===== config.mk =====
export PLATFORM = sky130hd
export DESIGN_NAME = instr_prefetch_buffer
export DESIGN_NICKNAME = d
export VERILOG_FILES = /design/src/rtl/instr_prefetch_buffer.sv
export SDC_FILE = /design/constraint.sdc
export NUM_CORES = 1
export LEC_CHECK = 0
export BUFFER_PORTS_ARGS = -buffer_cell sky130_fd_sc_hd__buf_2
export CELL_PAD_IN_SITES_DETAIL_PLACEMENT = 0
export CELL_PAD_IN_SITES_GLOBAL_PLACEMENT = 1
export CORE_UTILIZATION = 51
export CTS_CLUSTER_DIAMETER = 80
export CTS_CLUSTER_SIZE = 28
export DETAILED_ROUTE_END_ITERATION = 10
export PLACE_DENSITY_LB_ADDON = 0.1
export SYNTH_ARGS = -nofsm -noshare
export SYNTH_HDL_FRONTEND = slang
export SYNTH_SLANG_ARGS = --single-unit

===== constraint.sdc =====
create_clock -name clk -period 9.9 [get_ports clk]
set_input_delay 1.98 -clock clk [delete_from_list [all_inputs] [get_ports clk]]
set_output_delay 1.98 -clock clk [all_outputs]
set_load 0.02 [all_outputs]

===== src/rtl/instr_prefetch_buffer.sv =====
// Instruction prefetch buffer: issues sequential fetches under a credit limit,
// queues in-order responses with their PC, and flushes on redirect.
module instr_prefetch_buffer #(
  parameter int unsigned DEPTH    = 4,
  parameter logic [31:0] RESET_PC = 32'h0000_0000
) (
  input  logic                       clk,
  input  logic                       rst,
  output logic                       imem_req_valid,
  input  logic                       imem_req_ready,
  output logic [31:0]                imem_req_addr,
  input  logic                       imem_rsp_valid,
  input  logic [31:0]                imem_rsp_data,
  input  logic                       redirect_valid,
  input  logic [31:0]                redirect_pc,
  output logic                       out_valid,
  input  logic                       out_ready,
  output logic [31:0]                out_instr,
  output logic [31:0]                out_pc,
  output logic [$clog2(DEPTH):0]     occupancy
);

  localparam int unsigned AW = $clog2(DEPTH);
  localparam int unsigned CW = AW + 1;

  logic [31:0]   instr_q [DEPTH];
  logic [31:0]   pc_q    [DEPTH];
  logic [AW-1:0] rptr_q, rptr_d;
  logic [AW-1:0] wptr_q, wptr_d;
  logic [CW-1:0] occ_q, occ_d;
  logic [CW-1:0] outst_q, outst_d;
  logic [CW-1:0] disc_q, disc_d;
  logic [31:0]   fetch_pc_q, fetch_pc_d;
  logic [31:0]   rsp_pc_q, rsp_pc_d;

  logic          rsp_ok;
  logic          credit;
  logic          accept;
  logic          push;
  logic          pop;
  logic [31:0]   redirect_tgt;

  assign redirect_tgt = redirect_pc & 32'hFFFF_FFFC;

  // Outstanding fetches include ones already marked for discard, so the credit
  // check alone bounds queued plus in-flight words to DEPTH.
  assign credit         = ({1'b0, occ_q} + {1'b0, outst_q}) < (CW+1)'(DEPTH);
  assign imem_req_valid = !rst && !redirect_valid && credit;
  assign imem_req_addr  = fetch_pc_q;
  assign accept         = imem_req_valid && imem_req_ready;

  assign rsp_ok    = imem_rsp_valid && (outst_q != '0);
  assign push      = rsp_ok && (disc_q == '0) && !redirect_valid;
  assign out_valid = (occ_q != '0);
  assign pop       = out_valid && out_ready && !redirect_valid;

  assign out_instr = instr_q[rptr_q];
  assign out_pc    = pc_q[rptr_q];
  assign occupancy = occ_q;

  always_comb begin
    fetch_pc_d = fetch_pc_q;
    rsp_pc_d   = rsp_pc_q;
    outst_d    = outst_q;
    disc_d     = disc_q;
    occ_d      = occ_q;
    rptr_d     = rptr_q;
    wptr_d     = wptr_q;
    if (redirect_valid) begin
      fetch_pc_d = redirect_tgt;
      rsp_pc_d   = redirect_tgt;
      outst_d    = outst_q - CW'(rsp_ok);
      disc_d     = outst_q - CW'(rsp_ok);
      occ_d      = '0;
      rptr_d     = '0;
      wptr_d     = '0;
    end else begin
      if (accept) begin
        fetch_pc_d = fetch_pc_q + 32'd4;
      end
      outst_d = outst_q + CW'(accept) - CW'(rsp_ok);
      if (rsp_ok) begin
        if (disc_q != '0) begin
          disc_d = disc_q - CW'(1);
        end else begin
          rsp_pc_d = rsp_pc_q + 32'd4;
        end
      end
      if (push) begin
        wptr_d = wptr_q + AW'(1);
      end
      if (pop) begin
        rptr_d = rptr_q + AW'(1);
      end
      occ_d = occ_q + CW'(push) - CW'(pop);
    end
  end

  always_ff @(posedge clk) begin
    if (rst) begin
      fetch_pc_q <= RESET_PC;
      rsp_pc_q   <= RESET_PC;
      outst_q    <= '0;
      disc_q     <= '0;
      occ_q      <= '0;
      rptr_q     <= '0;
      wptr_q     <= '0;
      for (int unsigned i = 0; i < DEPTH; i++) begin
        instr_q[i] <= '0;
        pc_q[i]    <= '0;
      end
    end else begin
      fetch_pc_q <= fetch_pc_d;
      rsp_pc_q   <= rsp_pc_d;
      outst_q    <= outst_d;
      disc_q     <= disc_d;
      occ_q      <= occ_d;
      rptr_q     <= rptr_d;
      wptr_q     <= wptr_d;
      if (push) begin
        instr_q[wptr_q] <= imem_rsp_data;
        pc_q[wptr_q]    <= rsp_pc_q;
      end
    end
  end

  a_no_overflow: assert property (@(posedge clk) disable iff (rst)
    !(push && (occ_q == CW'(DEPTH))));

endmodule

# == Yosys cells after proc, flatten, opt, wreduce, memory -nomap -nowiden ==
# Memory sizes are Yosys's and may differ from the RTL's. A register that Yosys moved wholly into a read port is not among the register bits.
# Index checks and enable logic that the tools add are counted.
# word_totals
mem_bits_rw,256
out_inout_bits,101
inputBits,70
n_memories,2
register_bits,77
word_cells,72
# classes
mux,24
n_bitwise,1
n_addsub,11
order_cmp,1
reduce_logical,23
eq_ne,1
# memory_table
name,depth,width,read_ports,rd_ports_with_merged_regs,write_ports,line_no,source
instr_q,4,32,1,1,4,26,logic [31:0] instr_q [DEPTH];
pc_q,4,32,1,1,4,27,logic [31:0] pc_q [DEPTH];
# ops
cell,n
$mux W32,7
$add A32 B3 Y32 const B,2
$reduce_or A32 Y1,2
$mux W2,6
$mux W3,4
$reduce_bool A3 Y1,3
$sub A3 B1 Y3,3
$logic_and A1 B1 Y1,8
$mux W1,7
$add A3 B1 Y3,2
$reduce_and A2 Y1,3
$reduce_bool A2 Y1,3
$add A2 B1 Y2 const B,2
$add A3 B3 Y4,1
$lt A4 B3 Y1 const B,1
$logic_not A3 Y1,1
$sub A3 B1 Y3 const B,1
$logic_not A1 Y1,2
$ne A2 B2 Y1 const B,1
$reduce_or A2 Y1,1
$not A1 Y1,1

# == Depth between registers and ports, before layout ==
# logic_depth
word_depth,9
depth_mapped,15
ltp_nobuf,12

# == Worst setup path after synthesis ==
# No wires, ideal clock.
# synth_timing
kind,input to register
from,in redirect_valid
to,mem instr_q[1][0] (enable)
slack_ns,3.798
path_stages,4
t_arrival_ns,5.607
required_ns,9.405
path_cell_list,clkbuf_1 -> nor3_1 -> inv_1 -> o21bai_1
# synth_lines
element,line_no,source
from (decl),14,"input logic redirect_valid,"
to (decl),26,

# == Worst setup path after layout ==
# layout_timing
from,in redirect_valid
to,out imem_req_valid
# layout_between
elab_chain_cells,3
# layout_rtl
element,line_no,source
$logic_not A1 Y1,48,assign imem_req_valid = !rst && !redirect_valid && credit;
$logic_and A1 B1 Y1 (2 in a row),48,
to (decl),9,"output logic imem_req_valid,"
# Every way passes these cells.

==> summary.txt <==
GRT
  • Total gr overflow: 0
  • Number of antenna violations at the first check in global routing: 0
  • Maximum number of pins on one net before global-route repair: 64
  • Vias in the first global route: approximately 9,500
  • All-Layer GR Usage: between 20 and 25%
  • First-pass GRT wire length: a little over 50,000 um

STA
  • RSZ-0062 raised after global routing: false
  • Worst Clk Skew: approximately 0.011 ns
  • Tightest Pin Transition: between 1 and 1.5 ns
  • Number of setup violations in the final report: 0
  • Final min period: around 5.5 ns
  • Smallest setup slack after layout: between 4 and 5 ns
  • Final Max Tran Viols: 0
  • Total negative setup slack: 0 ns
  • Slew Limit Headroom: 29.7%
  • Fin crit share: between 50% and 60%
  • Final hold violation count: 0
  • Maximum achievable frequency: roughly 0.18 GHz

Synthesis
  • Sequential element share of the synthesized area: approximately 61%
  • Post-synth top flop: sky130_fd_sc_hd__edfxtp_1
  • Summed instance area of the synthesized netlist: roughly 15,000 um2
  • Post-synthesis average cell area: between 10 and 15 um2
  • Cell variety after synth: between 60 and 70
  • Synthesis warning total: 0
  • Number of flops mapped to enable cells by yosys: approximately 250
  • Number of flip-flops and latches in the synthesized netlist: 323
  • Post-Synthesis Cells: approximately 1,200
  • Async set or reset register ratio after synthesis: 0%

Die
  • Row count: 61
  • I/O pin count: about 170
  • Height of the die: 171 um
  • Full die area: 29,400 um2
  • Effective utilization at floorplan: a little over half
  • Core Area: 28,000 um2
  • Die Span X: between 150 and 200 um

Detailed routing
  • DRC Markers: 0
  • Routed vias/inst: between 5 and 6
  • First-pass DRT Iterations: 5
  • Vias: ~9,500
  • Detailed-route wire length per cell: ~19 um
  • Starting DRT DRC Count: 757
  • Final antenna-violating net count: 0
  • Final routed wirelength across all metal layers: ~33,000 um

Worst setup path
  • Kind of launch point of the worst setup path: primary input
  • Critical path peak fanout: between 50 and 60
  • Data required time at the worst endpoint: just under 8 ns
  • Depth of the worst register-to-register path: 12
  • Arrival @ worst endpoint: roughly 3.5 ns
  • Launch instance of the worst register-to-register path: outst_q[1]
  • Endpoint type of the worst setup path: output pin
  • Worst setup path category: in -> out
  • Reg-to-Reg End: outst_q[2]
  • Worst reg2reg setup slack: slightly above 6 ns

Placed design
  • Worst slack at placement: approximately 4.4 ns
  • Detailed placement HPWL: between 15,000 and 20,000 um
  • Buffers on Ports: about 160
  • Final weighted congestion in routability-driven placement: 0.823

CTS
  • PostCTS Resize Cnt: 0
  • Number of clock sinks: about 320
  • Clock Latency Late Sink: ~0.5 ns
  • Number of buffers between clock root and the deepest sink: 3
  • Number of hold-repair buffers added at the cts stage: 0
  • H-tree lvl count: 1
  • Clock slew at reported path FFs: 0.10 ns
  • Number of CTS-inserted buffers: 16
  • TritonCTS clock tree: done
  • Setup Buffers After CTS: 0
  • CTS Root Buffer Type: sky130_fd_sc_hd__clkbuf_16

Final layout
  • Commonest cells after routing, fill and taps aside: 248 x sky130_fd_sc_hd__edfxtp_1, 164 x sky130_fd_sc_hd__buf_2, 156 x sky130_fd_sc_hd__nor2_1
  • Final core occ: between 50% and 60%
  • Commonest non-fill, non-tap cell in the layout: sky130_fd_sc_hd__edfxtp_1
  • Count of antenna diodes in the layout: 0
  • Relative area change from synthesis to final layout: 11.2%
  • Number of nets in the layout: between 1,000 and 1,500
  • Layout cells sized above 1: between 20% and 30%

Min path
  • Type of the most critical hold path: reg -> reg
  • Worst hold start: rsp_pc_q[31]
  • Instance count along the most critical hold path: 2
  • Endpoint, Worst Hold: rsp_pc_q[31]

Outcome
  • Outcome: finished clean

Power and ir drop
  • Overall power consumption: 2760 uW
  • Pwr per Cell Area: ~170 nW/um2
  • Static leakage: approximately 0.0063 uW
  • Peak supply drop: ~0.090 mV

Flow run
  • MaxCap Viol Count: 0
==> kinds of logic (layout without fill, tap and decap cells) <==
family | after synthesis | in the layout | share of synthesized area (%)
other | 1 | 4 | 0.0256
muxes | 69 | 69 | 10.0
xor gates and xnor gates | 39 | 39 | 2.33
and+or+nand+nor | 465 | 465 | 15.6
DFF | 323 | 323 | 61.1
AOI/OAI and AO/OA | 118 | 118 | 5.28
adders and majority gates | 14 | 14 | 1.30
buffers and inverters | 163 | 287 | 4.36
==> per-layer routing <==
metal,global-route usage [%],vias up,share of wire (%)
li1,-,4517,-
met1,32.3,4708,46
met2,37.7,235,48
met3,2.19,24,4.6
met4,3.80,0,1.2
met5,0,-,0
==> layout make-up <==
class | count | area [um2]
clock buffer | 18 | 450
sequential | 323 | 8950
inverter | 87 | 327
timing repair buffer | 176 | 911
tap | 378 | 473
clock inverter | 6 | 72.6
fill | 2357 | 11700
multi-input combinational | 709 | 5110
==> critical path, cell delays in order <==
cell and delay, ns:
sky130_fd_sc_hd__buf_2 0.08, sky130_fd_sc_hd__buf_4 0.47, sky130_fd_sc_hd__or2_0 0.65, sky130_fd_sc_hd__nor3b_1 0.12, sky130_fd_sc_hd__buf_2 0.19
==> state kept, by name (all words and copies together) (netlist names), named ones only <==
| name | cells |
|---|---|
| disc_q | 3 |
| rptr_q | 2 |
| wptr_q | 2 |
| instr_q | 128 |
| outst_q | 3 |
| pc_q | 120 |
| occupancy | 3 |
| imem_req_addr | 30 |
| rsp_pc_q | 30 |
==> cell usage after synthesis, types with 5 or more instances <==
| library cell | n | share of area, % |
|---|---|---|
| sky130_fd_sc_hd__dfxtp_1 | 75 | 10 |
| sky130_fd_sc_hd__or4_1 | 7 | 0.36 |
| sky130_fd_sc_hd__nand3_1 | 25 | 0.85 |
| sky130_fd_sc_hd__nand2b_1 | 5 | 0.21 |
| sky130_fd_sc_hd__nor3_1 | 11 | 0.38 |
| sky130_fd_sc_hd__clkbuf_1 | 55 | 1.4 |
| sky130_fd_sc_hd__nor4_1 | 8 | 0.34 |
| sky130_fd_sc_hd__o21ai_0 | 14 | 0.48 |
| sky130_fd_sc_hd__a21boi_0 | 9 | 0.46 |
| sky130_fd_sc_hd__and4_1 | 9 | 0.54 |
| sky130_fd_sc_hd__or3_1 | 9 | 0.38 |
| sky130_fd_sc_hd__buf_1 | 7 | 0.18 |
| sky130_fd_sc_hd__ha_1 | 12 | 1.0 |
| sky130_fd_sc_hd__and2_1 | 71 | 3.0 |
| sky130_fd_sc_hd__a31oi_1 | 16 | 0.68 |
| sky130_fd_sc_hd__xnor2_1 | 22 | 1.3 |
| sky130_fd_sc_hd__inv_1 | 85 | 2.2 |
| sky130_fd_sc_hd__and3_1 | 15 | 0.64 |
| sky130_fd_sc_hd__a21oi_1 | 33 | 1.1 |
| sky130_fd_sc_hd__mux2i_1 | 5 | 0.34 |
| sky130_fd_sc_hd__nand2_1 | 105 | 2.7 |
| sky130_fd_sc_hd__nand4_1 | 25 | 1.1 |
| sky130_fd_sc_hd__buf_2 | 9 | 0.31 |
| sky130_fd_sc_hd__edfxtp_1 | 248 | 51 |
| sky130_fd_sc_hd__mux4_2 | 62 | 9.5 |
| sky130_fd_sc_hd__xor2_1 | 17 | 1.0 |
| sky130_fd_sc_hd__nor2_1 | 156 | 4.0 |
| sky130_fd_sc_hd__a211oi_1 | 11 | 0.56 |
==> per-stage QoR <==
step	hold slack [ns]	instances	area [um2]
final	0.531	1697	16300
after global routing	0.553	1697	16300
after CTS	0.530	1697	16300
after detailed placement	0.516	1673	15800
after global placement	0.498	1673	15800
after floorplan	0.480	1195	14700
==> how the worst max path moves through the flow <==
stage                        start              to  slack, ns
floorplan           redirect_valid   instr_q[1][0]       3.80
global placement    redirect_valid      outst_q[2]       4.34
detailed placement  redirect_valid      outst_q[2]       4.37
CTS                 redirect_valid  imem_req_valid       4.37
global route        redirect_valid  imem_req_valid       4.29
finish              redirect_valid  imem_req_valid       4.39
==> power by group <==
| group | switching [uW] | total, uW | internal, uW |
|---|---|---|---|
| logic | 236 | 376 | 140 |
| clock network | 422 | 784 | 362 |
| registers | 54.9 | 1600 | 1550 |
| total | 713 | 2760 | 2050 |
Power figures use the tool's default switching activity.
